===== config.mk =====
export PLATFORM = sky130hd
export DESIGN_NAME = filter_fir_ctrl_flat
export DESIGN_NICKNAME = d
export VERILOG_FILES = /design/src/rtl/filter_fir_ctrl_pkg.sv /design/src/rtl/filter_fir_ctrl_if.sv /design/src/rtl/filter_fir_ctrl_sync_fifo.sv /design/src/rtl/filter_fir_ctrl.sv /design/src/flat_wrapper.sv
export SDC_FILE = /design/constraint.sdc
export NUM_CORES = 1
export LEC_CHECK = 0
export ABC_CLOCK_PERIOD_IN_PS = 3000
export CAP_MARGIN = 25
export CORE_ASPECT_RATIO = 0.8
export CORE_UTILIZATION = 51
export CTS_CLUSTER_DIAMETER = 50
export DETAILED_ROUTE_END_ITERATION = 10
export PLACE_DENSITY = 0.84
export SYNTH_ARGS = -nofsm -noshare
export SYNTH_HDL_FRONTEND = slang
export SYNTH_HIERARCHICAL = 1
export SYNTH_SLANG_ARGS = --single-unit

===== constraint.sdc =====
create_clock -name clk -period 3 [get_ports clk]
set_clock_uncertainty 0.2 [all_clocks]
set_input_delay 0.45 -clock clk [delete_from_list [all_inputs] [get_ports clk]]
set_output_delay 0.45 -clock clk [all_outputs]
set_load 0.03 [all_outputs]

===== src/rtl/filter_fir_ctrl_pkg.sv =====
// Shared definitions for the filter_FIR burst sequencer: default sizes,
// FSM state encoding and a small width helper.
package filter_ctrl_pkg;

    localparam int NB_DATA_DEF    = 12;
    localparam int ORDER_DEF      = 4;
    localparam int DECIM_DEF      = 4;
    localparam int NB_LEN_DEF     = 16;
    localparam int FIFO_DEPTH_DEF = 8;

    typedef enum logic [2:0] {
        ST_IDLE  = 3'd0,
        ST_FLUSH = 3'd1,
        ST_RUN   = 3'd2,
        ST_DRAIN = 3'd3,
        ST_DONE  = 3'd4
    } state_t;

    // Counter width for a modulus, never narrower than one bit.
    function automatic int clog2_min1(input int value);
        return (value > 1) ? $clog2(value) : 1;
    endfunction

endpackage


===== src/rtl/filter_fir_ctrl_if.sv =====
// Valid/ready result stream from the sequencer FIFO to the consumer.
interface filter_fir_ctrl_if
    import filter_ctrl_pkg::*;
#(
    parameter int NB_DATA = NB_DATA_DEF
) ();

    logic [NB_DATA-1:0] o_data;
    logic               o_valid;
    logic               i_ready;

    modport master (
        output o_data,
        output o_valid,
        input  i_ready
    );

    modport slave (
        input  o_data,
        input  o_valid,
        output i_ready
    );

endinterface


===== src/rtl/filter_fir_ctrl_sync_fifo.sv =====
// Synchronous FIFO buffering filter results. A push into a full FIFO is
// still accepted when a pop happens in the same cycle. DEPTH must be a
// power of two so the pointers wrap naturally.
module sync_fifo
    import filter_ctrl_pkg::*;
#(
    parameter int WIDTH = NB_DATA_DEF,
    parameter int DEPTH = FIFO_DEPTH_DEF
) (
    input  logic             clk,
    input  logic             rst,
    input  logic             push,
    input  logic [WIDTH-1:0] push_data,
    input  logic             pop,
    output logic [WIDTH-1:0] pop_data,
    output logic             full,
    output logic             empty
);

    localparam int AW = clog2_min1(DEPTH);

    logic [WIDTH-1:0] mem [DEPTH];
    logic [AW-1:0]    wr_ptr;
    logic [AW-1:0]    rd_ptr;
    logic [AW:0]      count;
    logic             wr_en;
    logic             rd_en;

    assign full     = (count == (AW+1)'(DEPTH));
    assign empty    = (count == '0);
    assign rd_en    = pop && !empty;
    assign wr_en    = push && (!full || rd_en);
    assign pop_data = mem[rd_ptr];

    // Pointer and occupancy tracking; reset discards all stored entries.
    always_ff @(posedge clk or posedge rst) begin
        if (rst) begin
            wr_ptr <= '0;
            rd_ptr <= '0;
            count  <= '0;
        end else begin
            if (wr_en) begin
                wr_ptr <= wr_ptr + AW'(1);
            end
            if (rd_en) begin
                rd_ptr <= rd_ptr + AW'(1);
            end
            case ({wr_en, rd_en})
                2'b10:   count <= count + (AW+1)'(1);
                2'b01:   count <= count - (AW+1)'(1);
                default: count <= count;
            endcase
        end
    end

    // Storage array, written only on accepted pushes.
    always_ff @(posedge clk) begin
        if (wr_en) begin
            mem[wr_ptr] <= push_data;
        end
    end

endmodule


===== src/rtl/filter_fir_ctrl.sv =====
// Burst sequencer for the external filter_FIR moving-average datapath:
// flushes the filter, streams a burst of samples, skips the warm-up
// outputs, decimates and queues the results for a valid/ready consumer.
module filter_fir_ctrl
    import filter_ctrl_pkg::*;
#(
    parameter int NB_DATA    = NB_DATA_DEF,
    parameter int ORDER      = ORDER_DEF,
    parameter int DECIM      = DECIM_DEF,
    parameter int NB_LEN     = NB_LEN_DEF,
    parameter int FIFO_DEPTH = FIFO_DEPTH_DEF
) (
    input  logic               clk,
    input  logic               rst,
    input  logic               i_start,
    input  logic [NB_LEN-1:0]  i_len,
    input  logic               i_sample_valid,
    input  logic [NB_DATA-1:0] i_sample,
    input  logic               i_clear_err,
    output logic               o_flt_rst,
    output logic [NB_DATA-1:0] o_flt_sample,
    input  logic [NB_DATA-1:0] i_flt_out,
    filter_fir_ctrl_if.master  out_bus,
    output logic               o_busy,
    output logic               o_done,
    output logic               o_overflow,
    output logic               o_underrun
);

    localparam int                PH_W    = clog2_min1(DECIM);
    localparam logic [PH_W-1:0]   PH_LAST = PH_W'(DECIM - 1);
    localparam logic [NB_LEN-1:0] K_FIRST = NB_LEN'(ORDER);

    state_t              state;
    state_t              state_nxt;
    logic [NB_LEN-1:0]   len_q;
    logic [NB_LEN-1:0]   k_q;
    logic [PH_W-1:0]     phase_q;
    logic                flush;
    logic                run_last;
    logic                past_warmup;
    logic                res_valid;
    logic                fifo_full;
    logic                fifo_empty;
    logic                fifo_pop;
    logic                push_drop;

    assign run_last    = (k_q == (len_q - NB_LEN'(1)));
    assign past_warmup = (k_q >= K_FIRST);
    assign res_valid   = (state == ST_RUN) && past_warmup && (phase_q == '0);
    assign fifo_pop    = out_bus.o_valid && out_bus.i_ready;
    assign push_drop   = res_valid && fifo_full && !fifo_pop;
    assign o_flt_rst   = rst || flush;

    // State register.
    always_ff @(posedge clk or posedge rst) begin
        if (rst) begin
            state <= ST_IDLE;
        end else begin
            state <= state_nxt;
        end
    end

    // Next-state logic and state-decoded outputs; the filter only sees real samples during RUN.
    always_comb begin
        state_nxt    = state;
        flush        = 1'b0;
        o_busy       = (state != ST_IDLE);
        o_done       = 1'b0;
        o_flt_sample = '0;
        case (state)
            ST_IDLE: begin
                if (i_start) begin
                    state_nxt = ST_FLUSH;
                end
            end
            ST_FLUSH: begin
                flush     = 1'b1;
                state_nxt = (len_q == '0) ? ST_DRAIN : ST_RUN;
            end
            ST_RUN: begin
                if (i_sample_valid) begin
                    o_flt_sample = i_sample;
                end
                if (run_last) begin
                    state_nxt = ST_DRAIN;
                end
            end
            ST_DRAIN: begin
                if (fifo_empty) begin
                    state_nxt = ST_DONE;
                end
            end
            ST_DONE: begin
                o_done    = 1'b1;
                state_nxt = ST_IDLE;
            end
            default: begin
                state_nxt = ST_IDLE;
            end
        endcase
    end

    // Burst length is latched only when a start is accepted in IDLE.
    always_ff @(posedge clk or posedge rst) begin
        if (rst) begin
            len_q <= '0;
        end else if ((state == ST_IDLE) && i_start) begin
            len_q <= i_len;
        end
    end

    // Sample index and decimation phase; phase only advances once warm-up is over.
    always_ff @(posedge clk or posedge rst) begin
        if (rst) begin
            k_q     <= '0;
            phase_q <= '0;
        end else if (state == ST_RUN) begin
            k_q <= k_q + NB_LEN'(1);
            if (past_warmup) begin
                phase_q <= (phase_q == PH_LAST) ? '0 : phase_q + PH_W'(1);
            end
        end else begin
            k_q     <= '0;
            phase_q <= '0;
        end
    end

    // Sticky error flags; a new error in the same cycle beats a clear.
    always_ff @(posedge clk or posedge rst) begin
        if (rst) begin
            o_overflow <= 1'b0;
            o_underrun <= 1'b0;
        end else begin
            if (push_drop) begin
                o_overflow <= 1'b1;
            end else if (i_clear_err) begin
                o_overflow <= 1'b0;
            end
            if ((state == ST_RUN) && !i_sample_valid) begin
                o_underrun <= 1'b1;
            end else if (i_clear_err) begin
                o_underrun <= 1'b0;
            end
        end
    end

    sync_fifo #(
        .WIDTH (NB_DATA),
        .DEPTH (FIFO_DEPTH)
    ) u_fifo (
        .clk       (clk),
        .rst       (rst),
        .push      (res_valid),
        .push_data (i_flt_out),
        .pop       (fifo_pop),
        .pop_data  (out_bus.o_data),
        .full      (fifo_full),
        .empty     (fifo_empty)
    );

    assign out_bus.o_valid = !fifo_empty;

endmodule


===== src/flat_wrapper.sv =====
// flat-port wrapper written by rule: the top's interface ports become plain ports
module filter_fir_ctrl_flat import filter_ctrl_pkg::*;
#(
    parameter int NB_DATA    = NB_DATA_DEF,
    parameter int ORDER      = ORDER_DEF,
    parameter int DECIM      = DECIM_DEF,
    parameter int NB_LEN     = NB_LEN_DEF,
    parameter int FIFO_DEPTH = FIFO_DEPTH_DEF
)
  (clk, rst, i_start, i_len, i_sample_valid, i_sample, i_clear_err, o_flt_rst, o_flt_sample, i_flt_out, o_busy, o_done, o_overflow, o_underrun, out_bus_o_data, out_bus_o_valid, out_bus_i_ready);
  filter_fir_ctrl_if #(.NB_DATA(NB_DATA)) out_bus_i ();
  input  logic clk;
  input  logic rst;
  input  logic i_start;
  input  logic [NB_LEN-1:0] i_len;
  input  logic i_sample_valid;
  input  logic [NB_DATA-1:0] i_sample;
  input  logic i_clear_err;
  output logic o_flt_rst;
  output logic [NB_DATA-1:0] o_flt_sample;
  input  logic [NB_DATA-1:0] i_flt_out;
  output logic o_busy;
  output logic o_done;
  output logic o_overflow;
  output logic o_underrun;
  output wire logic [$bits(out_bus_i.o_data)-1:0] out_bus_o_data;
  output wire logic [$bits(out_bus_i.o_valid)-1:0] out_bus_o_valid;
  input wire logic [$bits(out_bus_i.i_ready)-1:0] out_bus_i_ready;
  assign out_bus_o_data = out_bus_i.o_data;
  assign out_bus_o_valid = out_bus_i.o_valid;
  assign out_bus_i.i_ready = out_bus_i_ready;
  filter_fir_ctrl #(.NB_DATA(NB_DATA), .ORDER(ORDER), .DECIM(DECIM), .NB_LEN(NB_LEN), .FIFO_DEPTH(FIFO_DEPTH)) u_core (.clk(clk), .rst(rst), .i_start(i_start), .i_len(i_len), .i_sample_valid(i_sample_valid), .i_sample(i_sample), .i_clear_err(i_clear_err), .o_flt_rst(o_flt_rst), .o_flt_sample(o_flt_sample), .i_flt_out(i_flt_out), .out_bus(out_bus_i), .o_busy(o_busy), .o_done(o_done), .o_overflow(o_overflow), .o_underrun(o_underrun));
endmodule

==> run summary, run 1 <==
root buf cell -> clkbuf_16
Horiz. Die Dim -> 131 um
switch share -> 36.3%
#FFs+latches synth -> 145
Post-synth EDFFs -> 96
Synth Area in Adders -> 1.94%
DR WL/cell -> 18.0 um
Reg area -> 4110 um2
pin count of the biggest net entering global routing -> 40
IO buf count -> 75
clk sinks -> 145
initial antenna violation count -> 0
ys async rst share -> 33.8%
NetSw -> 2930 uW
Crit Path Class -> register to output port
max_cap viols -> 0
Seq/Total Area, Yosys -> 60.2%
Post-Syn Nets -> 532
Core Region -> 13000 um2
max_slew headroom -> 49.7%
initial DRC count -> 295
status -> complete, no violations
Yosys top cell by area -> edfxtp_1
Post-Synthesis Cells -> 476
Compound-Gate Fraction of Synth Area -> 3.81%
layout cells sized above 1 -> 22.0%
CP peak stage delay -> 0.60 ns
Synth Area in Simple Gates -> 11.8%
final period utilization -> 97.3%
VDD IR max -> 0.508 mV
fraction of synthesized area in multiplexers -> 13.6%
sequential power share -> 35.6%
fin nets -> 630
Filler cells -> 892
fin. max-slew vios -> 0
Congestion Overflow GR -> 0
startpoint types -> register
Clock transition at path regs -> 0.06 ns
setup TNS -> 0 ns
largest family of logic cells by synthesized area -> multiplexers
GP Congestion -> 0.882
Mean Syn Cell Area -> 14.3 um2
combinational power share -> 40.0%
Period minus WS final -> 2.92 ns
antenna viol nets, final -> 0
CP max FO -> 26
worst skew pair latency -> 0.42 ns
Fmax achieved -> 343 MHz
synthesized cell area -> 6830 um2
met3 usage -> 5.05%
WP buf/inv -> 2
top cells by area in the synthesized netlist -> edfxtp_1 (42%), dfrtp_1 (18%), mux4_1 (5.4%), mux2_2 (4.1%), mux4_2 (3.3%)
Total GRT Usage -> 21.4%
clock network power share -> 24.3%
number of global-route vias before repair -> 4385
Diodes inserted -> 0
pwr dens -> 956 nW/um2
worst endpoint data arrival time -> 2.27 ns
DRC violation count after routing -> 0
top-count cell post-synth -> edfxtp_1
area occupied by multi-input gates -> 2530 um2
CTS Buf Count -> 17
row cnt -> 37
First-pass DRT Iterations -> 7
GRT met1 Usage -> 28.4%
area share of the largest cell type after synthesis -> 42.2%
Critical Path RT -> 2.35 ns
routed vias/inst -> 5.59
Synth top cells by count -> edfxtp_1 (96), dfrtp_1 (49), nor2_1 (44)
H-tree levels -> 4
routed via count -> 4262
Slowest cell on crit path -> mux4_1
initial core utilization -> 52.7%
busiest layer in global routing -> met2
pre-CTS WS -> 0.0129 ns
Unique masters post-synth -> 61
final WL -> 13.7 mm
yosys warns -> 6
final cell count without fillers -> 762
setup violators final -> 0
slack of the critical path -> 0.0818 ns
area grow syn2layout -> 23.8%
grt met2 use -> 34.9%
DP HPWL -> 9.40 mm
Cell Chain, Critical Path -> buf_12, mux4_1, mux2_2, dlygate4sd2_1
Worst setup EP type -> output port
Die H -> 105 um
die area -> 13900 um2
Final Power -> 8080 uW
Internal Power -> 5140 uW
slew of the pin with the lowest slew margin -> 0.752 ns
num ports -> 76
clk buf depth -> 2
dpl cells -> 729
family with the most delay on the worst path -> multiplexers
RSZ-0062 raised after global routing -> true
Final Util -> 65.2%
synthesized-area fraction occupied by xor and xnor cells -> 5.13%
CTS tree -> yes
Leak -> 0.00325 uW
top_reg_cell synth -> edfxtp_1
Hold Crit Class -> primary input to asynchronous set/reset pin
Final Hold Fails -> 0
first-pass GRT wire length -> 22.5 mm
Post-CTS Hold Buffers -> 0
==> sequential cells by signal, summed over array words and instances (netlist names) <==
register,flops
u_core/o_overflow,1
u_core/phase_q,2
u_core/state,3
u_core/u_fifo/mem,96
u_core/u_fifo/count,4
u_core/u_fifo/wr_ptr,3
u_core/o_underrun,1
u_core/u_fifo/rd_ptr,3
u_core/len_q,16
u_core/k_q,16
==> metrics by stage <==
stage	hold WS [ns]	area [um2]
3_3_place_gp	0.278	7860
3_5_place_dp	0.286	7860
2_1_floorplan	0.0902	6840
6_report	0.204	8450
5_1_grt	0.243	8450
4_1_cts	0.190	8410
==> power by group through the flow <==
| stage | Clock (uW) | Sequential (uW) | Combinational, uW |
|---|---|---|---|
| finish | 1960 | 2880 | 3230 |
| global route | 2090 | 2920 | 3480 |
| CTS | 2000 | 2860 | 3200 |
| detailed placement | 0 | 2900 | 3260 |
| global placement | 0 | 2870 | 3140 |
| floorplan | 0 | 2780 | 2380 |
==> placed cells by master (no fill, tap or decap), types with 3 or more instances in the layout <==
cell and instances:
buf_4 36, edfxtp_1 96, nand3b_1 3, xnor2_1 21, mux2i_1 3, nor3_1 7, nand3_1 11, nor4_1 3
clkdlybuf4s50_1 53, nor4_2 3, ha_1 9, inv_6 5, buf_12 3, nand4_1 6, nor2_1 44, and3_1 14
a21oi_1 7, clkinv_2 3, mux4_2 10, dfrtp_1 49, mux2_2 25, nor2b_1 3, o21ai_0 7, xor2_1 19
nand2_1 23, dlygate4sd2_1 11, or3_1 4, clkinvlp_4 4, clkbuf_16 17, mux4_1 14, nand2b_1 9, inv_1 20
o31ai_1 3
==> worst reg2reg max path, delay by kind of cell (launching register included) <==
family          cells  cell delay, ns
simple gates        6            1.49
flops               1            0.39
fa+ha+maj           1            0.25
compound gates      1            0.21
mux                 1            0.20
buf+inv             1            0.09
==> layer usage <==
metal	wire (um)	up-vias	share of wire, %
met2	6820	142	50
li1	-	1976	-
met3	796	16	5.8
met5	0	-	0
met1	5940	2128	43
met4	182	0	1.3
==> path summary, 6_finish.rpt <==
kind,start,to,slack (ns),depth (start not counted)
min reg2reg,u_core/o_underrun,u_core/o_underrun,0.31,1
min in group clk,u_core/o_underrun,u_core/o_underrun,0.31,1
max,u_core/u_fifo/rd_ptr[0],out_bus_o_data[9],0.08,4
max in group asynchronous,rst,u_core/k_q[2],1.86,3
max reg2reg,u_core/k_q[13],u_core/u_fifo/count[3],0.11,10
min,rst,u_core/u_fifo/count[3],0.20,2
==> timing repair <==
item	in CTS	in global routing
setup buffers	0	1
setup endpoints to repair	12	3
pin swaps	0	4
resized for setup	12	6
==> cell families after synthesis <==
group,after synthesis
AOI/OAI and AO/OA,34
muxes,54
xor gates and xnor gates,40
adders and majority gates,10
DFF,145
buffers and inverters,44
and+or+nand+nor,149
==> area by class of cell <==
class,instances,share of cell area [%]
multi-input cells,287,30.0
clock buffers,17,5.03
well taps,175,2.59
inverters,20,0.888
clock inverters,15,1.55
repair buffers,103,11.3
flip-flops and latches,145,48.6
Power figures use the tool's default switching activity.
==> run 2, diff against run 1 <==
--- a/config.mk
+++ b/config.mk
@@ -5,7 +5,6 @@
 export SDC_FILE = /design/constraint.sdc
 export NUM_CORES = 1
 export LEC_CHECK = 0
-export ABC_CLOCK_PERIOD_IN_PS = 3000
 export CAP_MARGIN = 25
 export CORE_ASPECT_RATIO = 0.8
 export CORE_UTILIZATION = 51
==> results of run 2 <==
Same layout as run 1: the final DEF is identical, and so are final timing and power.
==> run 3, diff against run 2 <==
--- a/config.mk
+++ b/config.mk
@@ -5,10 +5,9 @@
 export SDC_FILE = /design/constraint.sdc
 export NUM_CORES = 1
 export LEC_CHECK = 0
-export CAP_MARGIN = 25
 export CORE_ASPECT_RATIO = 0.8
 export CORE_UTILIZATION = 51
-export CTS_CLUSTER_DIAMETER = 50
+export CTS_CLUSTER_DIAMETER = 30
 export DETAILED_ROUTE_END_ITERATION = 10
 export PLACE_DENSITY = 0.84
 export SYNTH_ARGS = -nofsm -noshare
==> results of run 3 <==
Same layout as run 1: the final DEF is identical, and so are final timing and power.
